**src/rtl/frame_rev_pkg.sv**
```systemverilog
// Shared definitions for the frame reverser: element ordering modes and
// the counter-width helper used to size element indices.
package frame_rev_pkg;

    typedef enum logic {
        MODE_REVERSE = 1'b0,
        MODE_PASS    = 1'b1
    } mode_e;

    // Bits needed to index N elements; never below 1 so ports stay legal.
    function automatic int cnt_width(input int n);
        if (n < 2) begin
            return 1;
        end
        return $clog2(n);
    endfunction

endpackage

```
**src/rtl/frame_rev_bank.sv**
```systemverilog
// One ping-pong bank: N elements of WIDTH bits, a single write port and a
// combinational read port.
module frame_rev_bank
    import frame_rev_pkg::*;
#(
    parameter int N     = 5,
    parameter int WIDTH = 8,
    localparam int CW   = cnt_width(N)
) (
    input  logic             clk,
    input  logic             we,
    input  logic [CW-1:0]    waddr,
    input  logic [WIDTH-1:0] wdata,
    input  logic [CW-1:0]    raddr,
    output logic [WIDTH-1:0] rdata
);

    logic [WIDTH-1:0] mem [N];

    // NOTE: storage has no reset; the full flags in the parent decide when
    // contents are meaningful, so clearing data would only cost a reset net.
    always_ff @(posedge clk) begin
        if (we) begin
            mem[waddr] <= wdata;
        end
    end

    assign rdata = mem[raddr];

endmodule

```
**src/rtl/frame_reverser.sv**
```systemverilog
// Collects fixed-length frames of N elements into ping-pong banks and emits
// each frame either reversed or in order, selected per frame by mode.
module frame_reverser
    import frame_rev_pkg::*;
#(
    parameter int N     = 5,
    parameter int WIDTH = 8
) (
    input  logic             clk,
    input  logic             rst,
    input  logic             mode,
    input  logic             in_valid,
    output logic             in_ready,
    input  logic [WIDTH-1:0] in_data,
    output logic             out_valid,
    input  logic             out_ready,
    output logic [WIDTH-1:0] out_data,
    output logic             out_last
);

    localparam int            CW   = cnt_width(N);
    localparam logic [CW-1:0] LAST = CW'(N - 1);

    logic [1:0]       full;
    mode_e            bank_mode [2];
    logic             wr_bank;
    logic             rd_bank;
    logic [CW-1:0]    wr_cnt;
    logic [CW-1:0]    rd_cnt;

    logic             in_fire;
    logic             out_fire;
    mode_e            rd_mode;
    logic [CW-1:0]    raddr;
    logic [WIDTH-1:0] rdata [2];

    assign in_ready  = ~full[wr_bank];
    assign out_valid = full[rd_bank];
    assign in_fire   = in_valid & in_ready;
    assign out_fire  = out_valid & out_ready;

    // Both banks see the same read index; only the selected bank's word is used.
    assign rd_mode  = bank_mode[rd_bank];
    assign raddr    = (rd_mode == MODE_PASS) ? rd_cnt : LAST - rd_cnt;
    assign out_data = rdata[rd_bank];
    assign out_last = out_valid & (rd_cnt == LAST);

    for (genvar b = 0; b < 2; b++) begin : g_bank
        frame_rev_bank #(
            .N     (N),
            .WIDTH (WIDTH)
        ) u_bank (
            .clk   (clk),
            .we    (in_fire && (wr_bank == 1'(b))),
            .waddr (wr_cnt),
            .wdata (in_data),
            .raddr (raddr),
            .rdata (rdata[b])
        );
    end

    // NOTE: all state uses non-blocking assignments so every update in this
    // block sees the pre-edge values, matching the flop behaviour.
    always_ff @(posedge clk) begin
        if (rst) begin
            full         <= 2'b00;
            wr_bank      <= 1'b0;
            rd_bank      <= 1'b0;
            wr_cnt       <= '0;
            rd_cnt       <= '0;
            bank_mode[0] <= MODE_REVERSE;
            bank_mode[1] <= MODE_REVERSE;
        end else begin
            if (in_fire) begin
                if (wr_cnt == '0) begin
                    bank_mode[wr_bank] <= mode_e'(mode);
                end
                if (wr_cnt == LAST) begin
                    full[wr_bank] <= 1'b1;
                    wr_bank       <= ~wr_bank;
                    wr_cnt        <= '0;
                end else begin
                    wr_cnt <= wr_cnt + 1'b1;
                end
            end
            // Set and clear always hit different banks: a bank being written
            // is empty, a bank being drained is full.
            if (out_fire) begin
                if (rd_cnt == LAST) begin
                    full[rd_bank] <= 1'b0;
                    rd_bank       <= ~rd_bank;
                    rd_cnt        <= '0;
                end else begin
                    rd_cnt <= rd_cnt + 1'b1;
                end
            end
        end
    end

endmodule

```
**config.mk**
```make
export PLATFORM = sky130hd
export DESIGN_NAME = frame_reverser
export DESIGN_NICKNAME = d
export VERILOG_FILES = /design/src/rtl/frame_rev_pkg.sv /design/src/rtl/frame_rev_bank.sv /design/src/rtl/frame_reverser.sv
export SDC_FILE = /design/constraint.sdc
export NUM_CORES = 1
export LEC_CHECK = 0
export ABC_AREA = 1
export ABC_CLOCK_PERIOD_IN_PS = 2250
export BUFFER_PORTS_ARGS = -buffer_cell sky130_fd_sc_hd__buf_2
export CORE_UTILIZATION = 63
export CTS_BUF_LIST = sky130_fd_sc_hd__clkbuf_4 sky130_fd_sc_hd__clkbuf_8
export CTS_CLUSTER_DIAMETER = 120
export DETAILED_ROUTE_END_ITERATION = 6
export PLACE_DENSITY = 0.84
export SLEW_MARGIN = 20
export SYNTH_ARGS = -nofsm -noshare
export SYNTH_HDL_FRONTEND = slang
export SYNTH_SLANG_ARGS = --single-unit
```
**constraint.sdc**
```tcl
create_clock -name clk -period 2.25 [get_ports clk]
set_input_delay 0.3375 -clock clk [delete_from_list [all_inputs] [get_ports clk]]
set_output_delay 0.3375 -clock clk [all_outputs]
set_load 0.01 [all_outputs]
```
==> impl_metrics.ini <==
[outcome]
status = finished with violations
failed_checks = DRC, setup timing

[layout]
post-route-util_pct = 77.2
areaGrowthSynthToFinish_pct = 15.5
final_nets = 512
ff_latch_area_um2 = 2690
antennaDiodeCount = 0
instances_no_fill = 576
drive_gt1_share_pct = 19.0
multi_input_area_um2 = 1500
nFillCells = 373

[routing]
viasPerCell = 5.85
wire_per_inst_um = 17.8
dr.pass1.iters = 7
routed_wirelength_um = 10200
drc = 3
first_iter_violations = 475
detailroute.via_count = 3371
drtAntennaViolNets = 0

[synthesis]
synth-edff-count = 82
ys_types = 27
yosysMostFrequentCell = nand2_1
synth.area.top_cells = edfxtp_1 (57%), nand2_1 (9.8%), nand3_1 (7.7%)
ys_async_sr_fraction_pct = 0
ys_ff_latch = 93
synth_top_cell_by_area = edfxtp_1
syn-num-nets = 473
seq_area_frac_synth_pct = 61.8
synth_common_cells = nand2_1 (113), edfxtp_1 (82), nand3_1 (67)
yosysWarningCount = 0
netlist_instances = 455
synth_area_um2 = 4340
ys.flop_type = edfxtp_1
synth_top_area_share_pct = 56.8
synth_area_per_cell_um2 = 9.53

[worst_setup_path]
cp-startpoint = rd_cnt[1]$_SDFFE_PP0N_
worst_ep_required_time_ns = 1.91
r2r_slack_ns = 0.54
arrival_ns = 1.93
r2r-end = g_bank[1].u_bank.mem[2][2]$_DFFE_PP_
startpoint_type = flip-flop
critPathCaptureType = primary output
timing.rr.start = wr_bank$_SDFFE_PP0P_
critical_path_class = reg2out
cp-endpoint = out_data[1]
worstPathMaxFanout = 8
ff2ff_path_depth = 8

[global_route]
use_met1_pct = 39.7
met3_usage_pct = 6.42
grt-busiest-layer = met2
grt_overflow = 0
grt_pass1_wl_um = 15500
grtUsageTotal_pct = 28.8
grt_use_met2_pct = 44.1
grt_pass1_vias = 3078
antenna_found_initial = 0
grt_max_degree = 52

[floorplanning]
die_w_um = 85.0
rows = 29
io_pins = 24
start_util_pct = 66.8
coreArea_um2 = 6490
die_area_um2 = 7220
die_h_um = 85.0

[clock_network]
clockBufferDepth = 2
cts_hold_buf = 0
cts_tree = done
cts_buffers = 9
cts_root_buf = clkbuf_8
cts_num_sinks = 93
path_clk_slew_ns = 0.11
htree_levels = 3
clock_latency_ns = 0.37

[place]
port-buffer-count = 23
gp_congestion = 0.904
dp_hpwl_um = 6160
dp.cells = 554
pre_cts_slack_ns = 0.0672

[sta]
fin_skew_ns = 0.0190
worstMarginPinSlew_ns = 0.441
period_share_pct = 101
min_period_ns = 2.27
rsz0062_at_grt = true
fmax_mhz = 440
hold_viol = 0
setup_slack_ns = -0.0218
slew_headroom_pct = 70.3
finalSetupViolCount = 4
slew_violations = 0

[hold_path]
min_path_type = in2reg
hold_start = rst

[pwr]
peakVddDrop_mv = 0.564
cellLeakagePower_nw = 2.12
p_per_area_nw_per_um2 = 676

[run]
drv_cap = 0
[report_power, final]
part           internal [mW]  switching [mW]
Sequential              1.91          0.0130
Combinational         0.0876           0.191
Clock                  0.540           0.643
[flip-flops by register name, indices dropped and copies added, names as in the netlist, named ones only]
signal / flops
full: 2
wr_cnt: 3
rd_cnt: 3
bank_mode: 2
rd_bank: 1
wr_bank: 1
g_bank.u_bank.mem: 80
[how the worst min path moves through the flow]
stage / end / slack (ns) / cells after the start
2_1_floorplan: flip-flop / 0.41 / 1
3_3_place_gp: wr_cnt[0]$_SDFFE_PP0N_ / 0.50 / 2
3_5_place_dp: wr_cnt[0]$_SDFFE_PP0N_ / 0.50 / 2
4_1_cts: wr_bank$_SDFFE_PP0P_ / 0.20 / 2
5_1_grt: wr_bank$_SDFFE_PP0P_ / 0.20 / 2
6_report: wr_bank$_SDFFE_PP0P_ / 0.21 / 2
[critical path, stage by stage (launching register included)]
cell	delay, ns
dfxtp_2	0.37
inv_4	0.04
ha_4	0.16
ha_4	0.22
inv_6	0.09
nand3_4	0.15
nand3_1	0.12
nand2_1	0.08
inv_2	0.06
nand2_1	0.05
nand2_1	0.06
inv_1	0.03
buf_2	0.12
[cell type report]
cell class                      instances  area share, %
Clock buffer                            9           2.47
Clock inverter                          7           1.82
Inverter                               72           5.54
Multi-Input combinational cell        279           29.9
Sequential cell                        93           53.6
Tap cell                               77           1.92
Timing Repair Buffer                   39           4.77
[metrics by stage]
stage / hold slack (ns) / TNS [ns] / area (µm²) / power (mW)
2_1_floorplan: 0.407 / 0 / 4340 / 2.11
3_3_place_gp: 0.499 / 0 / 4570 / 2.19
3_5_place_dp: 0.502 / 0 / 4570 / 2.20
4_1_cts: 0.200 / 0 / 4910 / 3.36
5_1_grt: 0.197 / -0.946 / 5010 / 3.49
6_report: 0.206 / -0.0433 / 5010 / 3.39
[routing by layer]
metal	up-vias	part of all wire [%]
met5	-	0
met1	1542	41
li1	1573	-
met4	0	3.7
met2	208	47
met3	48	8.8
[logic make-up (layout without fill, tap and decap cells)]
kind of cell	after synthesis	count (layout)	share of synthesized area [%]
simple gates	239	243	24.7
flops	93	93	61.8
buf+inv	87	127	8.28
compound gates	31	31	3.72
fa+ha+maj	5	5	1.44
[repair_timing]
action,in CTS,in global routing
gates resized for setup,19,22
cloned,3,1
endpoints found under the setup margin,8,8
pin swaps,3,6
buffers inserted,1,1
[placed cells by master (no fill, tap or decap), types with 2 or more instances in the layout]
cell      instances
nand2_1         108
nand3_1          57
a21oi_1           6
inv_2             6
ha_1              3
or2_0             2
a21boi_0          2
o21ai_0          19
nor2_1           36
buf_2            23
inv_1            58
nand3_2           8
dfxtp_2           3
clkinv_1          6
nand2_2           6
inv_6             3
ha_4              2
clkbuf_8          9
buf_4            15
nand3_4           9
dfxtp_1           8
or2_1             4
and2_0            7
edfxtp_1         82
o21ai_1           3
nand2_4           3
Note: power is estimated with default switching activity, not from simulation.
